`src/rtl/spi_request_arbiter.sv`:
```
// Round-robin arbiter that shares one SPI engine among NUM_REQ requesters.
// Each grant runs one 16-bit frame, returns the result, then holds an idle gap.
module spi_request_arbiter #(
    parameter int NUM_REQ        = 2,
    parameter int GAP_CYCLES     = 64,
    parameter int TIMEOUT_CYCLES = 1024
) (
    input  logic                  clk,
    input  logic                  reset,
    input  logic [NUM_REQ-1:0]    req,
    input  logic [2*NUM_REQ-1:0]  req_mode,
    input  logic [16*NUM_REQ-1:0] req_data,
    input  logic [2*NUM_REQ-1:0]  req_freq,
    output logic [NUM_REQ-1:0]    req_ack,
    output logic [NUM_REQ-1:0]    rsp_valid,
    output logic [15:0]           rsp_data,
    output logic                  rsp_err,
    output logic                  busy,
    output logic                  spi_rx_start,
    output logic                  spi_tx_start,
    output logic [15:0]           spi_tx_data,
    output logic [1:0]            spi_freq,
    input  logic                  spi_rx_valid,
    input  logic                  spi_tx_done,
    input  logic [15:0]           spi_rx_data
);

    localparam int IDX_W = (NUM_REQ > 1) ? $clog2(NUM_REQ) : 1;
    localparam int TMR_W = $clog2(TIMEOUT_CYCLES + 1);
    localparam int GAP_W = $clog2(GAP_CYCLES + 1);
    localparam logic [TMR_W-1:0] TMR_LAST = TMR_W'(TIMEOUT_CYCLES - 1);
    localparam logic [GAP_W-1:0] GAP_LAST = GAP_W'(GAP_CYCLES - 1);
    localparam logic [IDX_W-1:0] IDX_LAST = IDX_W'(NUM_REQ - 1);

    typedef enum logic [2:0] {
        S_IDLE,
        S_START,
        S_BUSY,
        S_RESP,
        S_GAP
    } state_t;

    state_t             state, state_d;
    logic [IDX_W-1:0]   rr_ptr, grant, win;
    logic               win_found;
    logic [1:0]         mode_q;
    logic [TMR_W-1:0]   timer;
    logic [GAP_W-1:0]   gap_cnt;
    logic [15:0]        res_data;
    logic               res_err;

    logic [NUM_REQ-1:0] ack_d, rsp_valid_d;
    logic               tx_start_d, rx_start_d;
    logic               grant_load, cap_ok, cap_err, rsp_load;
    logic               timer_clr, timer_inc, gap_clr, gap_inc;

    assign busy = (state != S_IDLE);

    // First asserted request at or after rr_ptr, wrapping modulo NUM_REQ.
    always_comb begin
        win       = rr_ptr;
        win_found = 1'b0;
        for (int k = 0; k < NUM_REQ; k++) begin
            if (!win_found && req[(int'(rr_ptr) + k) % NUM_REQ]) begin
                win_found = 1'b1;
                win       = IDX_W'((int'(rr_ptr) + k) % NUM_REQ);
            end
        end
    end

    always_comb begin
        // NOTE: every signal gets a default before the case so no path can infer a latch.
        state_d     = state;
        ack_d       = '0;
        rsp_valid_d = '0;
        tx_start_d  = 1'b0;
        rx_start_d  = 1'b0;
        grant_load  = 1'b0;
        cap_ok      = 1'b0;
        cap_err     = 1'b0;
        rsp_load    = 1'b0;
        timer_clr   = 1'b0;
        timer_inc   = 1'b0;
        gap_clr     = 1'b0;
        gap_inc     = 1'b0;
        case (state)
            S_IDLE: begin
                if (|req) begin
                    grant_load = 1'b1;
                    ack_d[win] = 1'b1;
                    state_d    = S_START;
                end
            end
            S_START: begin
                tx_start_d = mode_q[0];
                rx_start_d = mode_q[1];
                timer_clr  = 1'b1;
                if (mode_q == 2'b00) begin
                    cap_err = 1'b1;
                    state_d = S_RESP;
                end else begin
                    state_d = S_BUSY;
                end
            end
            S_BUSY: begin
                // Completion is checked first so it beats a coincident timeout.
                if (spi_rx_valid || spi_tx_done) begin
                    cap_ok  = 1'b1;
                    state_d = S_RESP;
                end else if (timer == TMR_LAST) begin
                    cap_err = 1'b1;
                    state_d = S_RESP;
                end else begin
                    timer_inc = 1'b1;
                end
            end
            S_RESP: begin
                rsp_valid_d[grant] = 1'b1;
                rsp_load           = 1'b1;
                gap_clr            = 1'b1;
                state_d            = S_GAP;
            end
            S_GAP: begin
                if (gap_cnt == GAP_LAST) state_d = S_IDLE;
                else                     gap_inc = 1'b1;
            end
            default: state_d = S_IDLE;
        endcase
    end

    always_ff @(posedge clk) begin
        // NOTE: non-blocking assignments so every register samples pre-edge values.
        if (reset) begin
            state        <= S_IDLE;
            rr_ptr       <= '0;
            grant        <= '0;
            mode_q       <= 2'b00;
            timer        <= '0;
            gap_cnt      <= '0;
            res_data     <= '0;
            res_err      <= 1'b0;
            req_ack      <= '0;
            rsp_valid    <= '0;
            rsp_data     <= '0;
            rsp_err      <= 1'b0;
            spi_rx_start <= 1'b0;
            spi_tx_start <= 1'b0;
            spi_tx_data  <= '0;
            spi_freq     <= 2'b11;
        end else begin
            state        <= state_d;
            req_ack      <= ack_d;
            rsp_valid    <= rsp_valid_d;
            spi_tx_start <= tx_start_d;
            spi_rx_start <= rx_start_d;
            if (grant_load) begin
                grant       <= win;
                rr_ptr      <= (win == IDX_LAST) ? '0 : win + 1'b1;
                mode_q      <= req_mode[int'(win)*2 +: 2];
                spi_tx_data <= req_data[int'(win)*16 +: 16];
                spi_freq    <= req_freq[int'(win)*2 +: 2];
            end
            if (cap_ok) begin
                res_data <= spi_rx_data;
                res_err  <= 1'b0;
            end else if (cap_err) begin
                res_data <= '0;
                res_err  <= 1'b1;
            end
            if (rsp_load) begin
                rsp_data <= res_data;
                rsp_err  <= res_err;
            end
            if (timer_clr)      timer <= '0;
            else if (timer_inc) timer <= timer + 1'b1;
            if (gap_clr)        gap_cnt <= '0;
            else if (gap_inc)   gap_cnt <= gap_cnt + 1'b1;
        end
    end

endmodule

```
`config.mk`:
```
export PLATFORM = sky130hd
export DESIGN_NAME = spi_request_arbiter
export DESIGN_NICKNAME = d
export VERILOG_FILES = /design/src/rtl/spi_request_arbiter.sv
export SDC_FILE = /design/constraint.sdc
export NUM_CORES = 1
export LEC_CHECK = 0
export BUFFER_PORTS_ARGS = -buffer_cell sky130_fd_sc_hd__buf_2
export CORE_AREA = 8 8 122 124
export DETAILED_ROUTE_END_ITERATION = 10
export DIE_AREA = 0 0 130 132
export GPL_TIMING_DRIVEN = 0
export PLACE_DENSITY = 0.47
export SLEW_MARGIN = 20
export SYNTH_ARGS = -nofsm -noshare
export SYNTH_HDL_FRONTEND = slang
export SYNTH_SLANG_ARGS = --single-unit
```
`constraint.sdc`:
```
create_clock -name clk -period 3.62 [get_ports clk]
set_input_delay 0.724 -clock clk [delete_from_list [all_inputs] [get_ports clk]]
set_output_delay 0.724 -clock clk [all_outputs]
set_load 0.05 [all_outputs]
```
==> flow_summary.yaml, run 1 <==
timing:
  rsz0062_at_grt: "no"
  fin_setup_tns_ps: 0
  maxSlewViolCount: 0
  tightest_slew_ps: 637.2
  max_slew_margin_pct: 57.26
  max_freq_mhz: 426.4
  hold_violations: 0
  fin_crit_ps: 2345
  fin_worst_skew_ps: 8.108
  finalCritPeriodShare_pct: 64.78
  final-setup-viol-count: 0
  timing.hold.ws_ps: 438.0
layout:
  fin_util_pct: 32.37
  drive_gt1_share_pct: 29.20
  areaGrowthSynthToFinish_pct: 33.15
  ff_latch_area_sq_um: 1662
  nets: 511
  multi_input_area_sq_um: 1329
  diodes: 0
  fillCellCount: 1409
  fin_cells: 628
status:
  status: "complete, no violations"
synthesis:
  yosysSeqAreaShare_pct: 52.66
  ys_seq_elements: 83
  yosysWarnings: 0
  synth_area_leaders: "dfxtp_1, nand2_1, a222oi_1"
  synth_most_common_cell: "dfxtp_1"
  yosysTopAreaCell: "dfxtp_1"
  yosys.area.top_type_share_pct: 52.66
  async_flop_share_pct: 0
  synth_nets: 397
  syn_area_per_cell_sq_um: 9.476
  ys_types: 42
  synth_area_sq_um: 3156
  synth-edff-count: 0
  ys.flop_type: "dfxtp_1"
  synth_cells: 333
  ys_top_cells_by_count: "dfxtp_1, nand2_1, a21oi_1, inv_1, a222oi_1"
critical_path:
  critPathSlowestCell: "nor3_2"
  cp-start-kind: "register"
  crit_family: "buffers and inverters"
  critPathBufInv: 3
  cp_common_cell: "buf_2"
  crit_start: "state[0]"
  cp.required_ps: 2900
  worstSetupPathType: "reg2out"
  ff2ff_setup_slack_ps: 1550
  worstPathArrival_ps: 1620
  timing.rr.end: "timer[3]"
  worst_r2r_path_depth: 7
  setup.worst_path.end_class: "primary output"
  crit_chain: "buf_2 -> nor3_2 -> inv_1 -> buf_2"
  cp_slowest_stage_delay_ps: 410
  rr_startpoint: "timer[0]"
  path_max_fanout: 8
floorplanning:
  initial_core_util_pct: 24.31
  core_area_sq_um: 12980
  rows: 42
  die_x_um: 130
  die_area_sq_um: 17160
  dieHeight_um: 132
  pin_count: 104
hold_path:
  min_path_type: "reg2reg"
  hp-start: "grant"
  hold_path_end: "rsp_valid[0]"
  worstHoldPathCells: 1
clock_network:
  cts_tree: "built"
  hold_buffers: 0
  numCtsBuffers: 9
  cts_sinks: 83
  cts.repair.resized: 0
  clk_pin_slew_ps: 60
  root_buffer: "clkbuf_16"
  clk_latency_ps: 330
  clock_path_buffers: 2
  post_cts_buffers: 0
  htree_levels: 3
power:
  p_switching_uw: 823.7
  seqPwrFrac_pct: 40.5
  clkPwrFrac_pct: 36.6
  power_leakage_uw: 0.001842
  pwr-share-comb_pct: 22.9
  intPower_uw: 1786
  p_per_area_nw_per_um2: 621.0
  total_power_uw: 2609
  sw_frac_of_total_pct: 31.57
  irDropWorstVdd_mv: 0.2867
drt:
  first_pass_iters: 7
  dr_total_vias: 2908
  drcViolationCount: 0
  finalWirelength_um: 8858
  ant_nets: 0
  drtIter0Drc: 142
  via_per_inst: 4.631
  routedWlPerCell_um: 14.11
global_routing:
  grtUsageTotal_pct: 10.70
  grt_overflow: 0
  grt_pass1_wl_um: 14980
  grt_start_max_net_pins: 14
  antenna_found_initial: 0
  grt_pass1_vias: 3126
placed_design:
  place.gp.congestion: 0.7622
  placed_cells: 612
  hpwl_um: 6706
  io_buffer_count: 103
run:
  cap_violations: 0
[worst max path at each step]
stage	end	slack [ps]	depth (start not counted)
2_1_floorplan	spi_tx_data[0]	1690	5
3_3_place_gp	spi_tx_data[2]	1200	6
3_5_place_dp	spi_tx_data[0]	1160	6
4_1_cts	busy	1260	4
5_1_grt	busy	1160	4
6_report	busy	1280	4
[sequential cells by signal, summed over array words and instances, names as in the netlist, 2 cells and up]
register and count:
res_data 16, spi_tx_data 16, req_ack 2, timer 11, mode_q 2, state 3, spi_freq 2, gap_cnt 7
rsp_valid 2, rsp_data 16
[power by group through the flow]
stage	Clock [uW]	Sequential, uW	Combinational (uW)
floorplan	0	1240	260
global placement	0	1070	598
detailed placement	0	1070	604
CTS	981	1060	605
global route	1020	1070	646
finish	955	1060	598
[logic make-up after synthesis]
logic type	after synthesis	share of synthesized area (%)
AND/OR/NAND/NOR	110	18.08
AO/OA/AOI/OAI	94	22.09
flip-flops	83	52.66
buffers and inverters	40	5.234
XOR/XNOR	3	0.8328
adder cells (fa/ha/maj)	2	0.7929
multiplexers	1	0.3172
[layer usage]
layer,track usage (%),wire length (um),part of all wire (%),vias to the layer above
met5,0,0,0,-
met4,3.099,96,1.1,0
met3,3.398,510,5.8,6
met2,18.23,4293,48,84
met1,12.45,3958,45,1365
li1,-,-,-,1453
[worst reg2reg max path: cells and delay by family (launching register included)]
kind	cells	cell delay, ps
buffers and inverters	2	660
AND/OR/NAND/NOR	2	480
flip-flops	1	370
adder cells (fa/ha/maj)	1	250
AO/OA/AOI/OAI	2	250
[final cells by class]
cell class / count / area share, %
inverters: 20 / 1.787
flip-flops and latches: 83 / 39.55
clock inverters: 5 / 1.846
clock buffers: 11 / 5.539
repair buffers: 103 / 12.27
multi-input cells: 210 / 31.63
plain buffers: 20 / 2.144
well taps: 176 / 5.241
[cell usage in the layout (no fill, tap or decap), drive strengths merged, types with 2 or more instances in the layout]
cell type and n:
buf 110, nand4 4, a222oi 18, nand3 7, o21ai 4, nor3 6
o31ai 10, a211oi 3, clkinv 2, a21oi 35, nand2b 2, and4 3
nand2 49, bufinv 2, ha 2, or4 8, or3 4, a22o 16
clkbuf 24, inv 20, nor2 10, and3 7, dfxtp 83, xor2 2
a22oi 2, nor3b 3, or2 3
[through the flow]
step	cell area (sq um)	worst slack, ps
2_1_floorplan	3156	1691
3_3_place_gp	3891	1202
3_5_place_dp	3891	1164
4_1_cts	4202	1262
5_1_grt	4202	1156
6_report	4202	1275
(Power assumes the default switching activity.)
==> run 2: changes to the inputs <==
--- a/config.mk
+++ b/config.mk
@@ -10,7 +10,7 @@
 export DETAILED_ROUTE_END_ITERATION = 10
 export DIE_AREA = 0 0 130 132
 export GPL_TIMING_DRIVEN = 0
-export PLACE_DENSITY = 0.47
+export PLACE_DENSITY = 0.48
 export SLEW_MARGIN = 20
 export SYNTH_ARGS = -nofsm -noshare
 export SYNTH_HDL_FRONTEND = slang
==> constraint.sdc (replaced) <==
create_clock -name clk -period 2 [get_ports clk]
set_input_delay 0.4 -clock clk [delete_from_list [all_inputs] [get_ports clk]]
set_output_delay 0.4 -clock clk [all_outputs]
set_load 0.05 [all_outputs]
==> flow_summary.yaml, run 2 (synthesized netlist as in run 1, its figures left out) <==
layout:
  layout_common_cells: "buf_2, dfxtp_1, nand2_1"
  reg_top3: "res_data: 16 flops, rsp_data: 16 flops, spi_tx_data: 16 flops"
  diodes: 0
  drive_gt1_share_pct: 31.13
  fin_cells: 629
  nets: 513
  areaGrowthSynthToFinish_pct: 34.46
  fillCellCount: 1400
  layout_commonest_cell: "buf_2"
global_routing:
  grtUsageTotal_pct: 10.71
  grt_overflow: 0
  antenna_found_initial: 0
  grt_pass1_wl_um: 14730
  grt_pass1_vias: 2971
  grt_start_max_net_pins: 14
floorplanning:
  initial_core_util_pct: 24.31
  die_x_um: 130
  core_area_sq_um: 12980
  pin_count: 104
  die_area_sq_um: 17160
  rows: 42
  dieHeight_um: 132
critical_path:
  cp_common_cell: "buf_2"
  worst_r2r_path_depth: 6
  crit_chain: "buf_2 -> nor3_4 -> inv_1 -> buf_2"
  ff2ff_setup_slack_ps: 170
  timing.rr.end: "spi_tx_data[4]"
  worstSetupPathType: "reg2out"
  cp-start-kind: "register"
  setup.worst_path.end_class: "primary output"
  rr_startpoint: "state[0]"
  path_max_fanout: 8
  worstPathArrival_ps: 1450
  cp_slowest_stage_delay_ps: 290
  cp.required_ps: 1600
  critPathSlowestCell: "dfxtp_1"
timing:
  final-setup-viol-count: 0
  fin_worst_skew_ps: 7.996
  max_freq_mhz: 539.8
  maxSlewViolCount: 0
  max_slew_margin_pct: 56.88
  finalWorstSetupSlack_ps: 147.6
  fin_setup_tns_ps: 0
  hold_violations: 0
  rsz0062_at_grt: "no"
  fin_crit_ps: 1852
  finalCritPeriodShare_pct: 92.62
  tightest_slew_ps: 642.9
clock_network:
  root_buffer: "clkbuf_16"
  clock_path_buffers: 2
  hold_buffers: 0
  cts_sinks: 83
  htree_levels: 3
  clk_pin_slew_ps: 60
  numCtsBuffers: 9
  cts_tree: "built"
  clk_latency_ps: 330
drt:
  routedWlPerCell_um: 14.43
  finalWirelength_um: 9075
  drtIter0Drc: 184
  ant_nets: 0
  dr_total_vias: 2928
  first_pass_iters: 5
  drcViolationCount: 0
  via_per_inst: 4.655
placed_design:
  hpwl_um: 6733
  placed_cells: 612
  place.gp.congestion: 0.7675
  io_buffer_count: 103
  dp_worst_setup_slack_ps: -137.8
power:
  p_per_area_nw_per_um2: 1111
  power_leakage_uw: 0.001862
  irDropWorstVdd_mv: 0.5572
hold_path:
  hold_path_end: "spi_tx_data[0]"
  hp-start: "req_data[0]"
  min_path_type: "in2reg"
  worstHoldPathCells: 3
status:
  status: "complete, no violations"
run:
  cap_violations: 0
[run 2: changes by cell type in the layout (fill, tap and decap cells not counted), moves of 2 or more]
cell      previous run  this run
clkbuf_1            15        10
buf_4                0         2
clkbuf_2             0         2
clkbuf_8             0         2
[run 2: layout make-up]
type	count	area (sq um)	share of cell area, %
well taps	176	220.2	5.190
flip-flops and latches	83	1663	39.19
inverters	20	75.07	1.769
clock buffers	11	252.7	5.957
multi-input cells	210	1355	31.94
clock inverters	4	50.05	1.180
plain buffers	20	96.34	2.271
repair buffers	105	530.5	12.50
[run 2: power breakdown]
| group | total (uW) | switching [uW] | leakage [uW] | internal [uW] |
|---|---|---|---|---|
| Sequential | 1920 | 99.1 | 0.000675 | 1820 |
| Combinational | 1120 | 770 | 0.00104 | 348 |
| Clock | 1680 | 653 | 0.000144 | 1030 |
| Total | 4720 | 1520 | 0.00186 | 3190 |
[run 2: stage by stage]
| stage | hold slack (ps) | utilization, % | area [sq um] | power [uW] |
|---|---|---|---|---|
| CTS | 255.4 | 32.37 | 4202 | 4751 |
| global route | 272.3 | 32.69 | 4243 | 4948 |
| global placement | 415.8 | 29.98 | 3891 | 3035 |
| floorplan | 401.3 | - | 3156 | 2716 |
| finish | 268.4 | 32.69 | 4243 | 4715 |
| detailed placement | 412.8 | 29.98 | 3891 | 3045 |
[run 2: timing repair]
action,in CTS,in global routing
gates resized for setup,2,10
endpoints found under the setup margin,21,36
setup buffers,0,2
gates cloned,0,0
[run 2: metal layers]
| metal | routed length (um) | track usage [%] |
|---|---|---|
| met1 | 4105 | 12.66 |
| met5 | 0 | 0 |
| met2 | 4388 | 17.54 |
| met3 | 470 | 3.317 |
| met4 | 110 | 4.261 |
[run 2: how the worst max path moves through the flow]
stage              from         endpoint
2_1_floorplan  state[1]     res_data[10]
3_3_place_gp     req[1]   spi_tx_data[3]
3_5_place_dp     req[1]   spi_tx_data[3]
4_1_cts        timer[0]         timer[2]
5_1_grt        state[2]  spi_tx_data[14]
6_report       state[0]             busy
[run 2: critical path: cells and delay by family, from the launching register on]
kind / cells / cell delay [ps]
buffers and inverters: 3 / 550
flip-flops: 1 / 290
AND/OR/NAND/NOR: 1 / 280
==> run 3: changes to the inputs <==
--- a/config.mk
+++ b/config.mk
@@ -6,11 +6,14 @@
 export NUM_CORES = 1
 export LEC_CHECK = 0
 export BUFFER_PORTS_ARGS = -buffer_cell sky130_fd_sc_hd__buf_2
+export CAP_MARGIN = 20
 export CORE_AREA = 8 8 122 124
+export CTS_CLUSTER_DIAMETER = 120
 export DETAILED_ROUTE_END_ITERATION = 10
 export DIE_AREA = 0 0 130 132
 export GPL_TIMING_DRIVEN = 0
 export PLACE_DENSITY = 0.48
+export SETUP_SLACK_MARGIN = 0.3
 export SLEW_MARGIN = 20
 export SYNTH_ARGS = -nofsm -noshare
 export SYNTH_HDL_FRONTEND = slang
==> flow_summary.yaml, run 3 (synthesized netlist as in run 1, its figures left out) <==
timing:
  max_freq_mhz: 598.8
  fin_worst_skew_ps: 7.251
  maxSlewViolCount: 0
  final-setup-viol-count: 0
  tightest_slew_ps: 484.8
  fin_setup_tns_ps: 0
  fin_crit_ps: 1670
  rsz0062_at_grt: "yes"
  finalCritPeriodShare_pct: 83.50
  timing.hold.ws_ps: 268.3
  finalWorstSetupSlack_ps: 329.9
  max_slew_margin_pct: 67.68
  hold_violations: 0
placed_design:
  placed_cells: 612
  dp_worst_setup_slack_ps: -137.8
  place.gp.congestion: 0.7675
  hpwl_um: 6733
  io_buffer_count: 103
layout:
  diodes: 0
  reg_top3: "res_data: 16 flops, rsp_data: 16 flops, spi_tx_data: 16 flops"
  layout_common_cells: "buf_2, dfxtp_1, nand2_1"
  nets: 525
  drive_gt1_share_pct: 36.13
  fillCellCount: 1390
  areaGrowthSynthToFinish_pct: 41.32
  layout_commonest_cell: "buf_2"
  fin_util_pct: 34.36
  fin_cells: 641
global_routing:
  grt_pass1_vias: 3070
  grt_pass1_wl_um: 15140
  grt_start_max_net_pins: 14
  use_met1_pct: 13.06
  grt_overflow: 0
  busiest_layer: "met2"
  grtUsageTotal_pct: 11.01
  grtUsageMet3_pct: 3.317
  antenna_found_initial: 0
  grt_util_met2_pct: 18.12
status:
  status: "complete, no violations"
drt:
  finalWirelength_um: 9293
  dr_total_vias: 2966
  routedWlPerCell_um: 14.50
  first_pass_iters: 5
  drtIter0Drc: 155
  ant_nets: 0
  drcViolationCount: 0
  via_per_inst: 4.627
clock_network:
  clock_path_buffers: 2
  root_buffer: "clkbuf_16"
  hold_buffers: 0
  cts_sinks: 83
  clk_latency_ps: 330
  numCtsBuffers: 9
  htree_levels: 3
  cts_tree: "built"
  clk_pin_slew_ps: 60
floorplanning:
  dieHeight_um: 132
  pin_count: 104
  initial_core_util_pct: 24.31
  die_area_sq_um: 17160
  core_area_sq_um: 12980
  rows: 42
  die_x_um: 130
power:
  irDropWorstVdd_mv: 0.5497
  power_leakage_uw: 0.001958
  p_per_area_nw_per_um2: 1093
critical_path:
  worstPathArrival_ps: 1900
  cp-start-kind: "register"
  path_max_fanout: 6
  worst_r2r_path_depth: 5
  cp.required_ps: 2230
  worstSetupPathType: "reg2reg"
  setup.worst_path.end_class: "register"
hold_path:
  min_path_type: "in2reg"
  worstHoldPathCells: 3
run:
  cap_violations: 0
-- run 3: area by class of cell --
type                       instances  area, sq um  share of cell area, %
clock buffer                      11        252.7                  5.668
tap                              176        220.2                  4.938
timing repair buffer             117        659.4                  14.79
sequential                        83         1675                  37.57
multi-input combinational        210         1389                  31.14
buffer                            20        137.6                  3.086
inverter                          20        75.07                  1.684
clock inverter                     4        50.05                  1.122
-- run 3: routing by layer --
| layer | up-vias | routed length, um |
|---|---|---|
| li1 | 1485 | - |
| met1 | 1401 | 4149 |
| met2 | 68 | 4541 |
| met3 | 12 | 477 |
| met4 | 0 | 124 |
| met5 | - | 0 |
-- run 3: metrics by stage --
step | total power [uW] | area, sq um
2_1_floorplan | 2716 | 3156
3_3_place_gp | 3035 | 3891
3_5_place_dp | 3045 | 3891
4_1_cts | 4908 | 4389
5_1_grt | 5122 | 4459
6_report | 4875 | 4459
-- run 3: what timing repair did --
action | CTS | global route
pin swaps | 3 | 5
setup buffers | 10 | 3
cloned | 1 | 0
endpoints found under the setup margin | 60 | 44
resized for setup | 29 | 23
-- run 3: worst paths after layout --
| check | to | from | slack (ps) |
|---|---|---|---|
| setup / recovery | res_data[14] | timer[5] | 330 |
| hold / removal | spi_tx_data[0] | req_data[0] | 270 |
| setup reg to reg | res_data[14] | timer[5] | 330 |
| hold reg to reg | rsp_valid[0] | grant | 420 |
-- run 3: worst max-delay path, stage by stage, from the launching register on --
cell	delay, ps
dfxtp_2	370
and4_1	250
nand4_1	160
o311a_4	450
buf_8	150
a22o_1	170
-- run 3: power by group --
part           switching, uW  total, uW  internal [uW]
Combinational            806       1280            471
Sequential              98.6       1920           1820
Clock                    652       1680           1030
Total                   1560       4880           3320
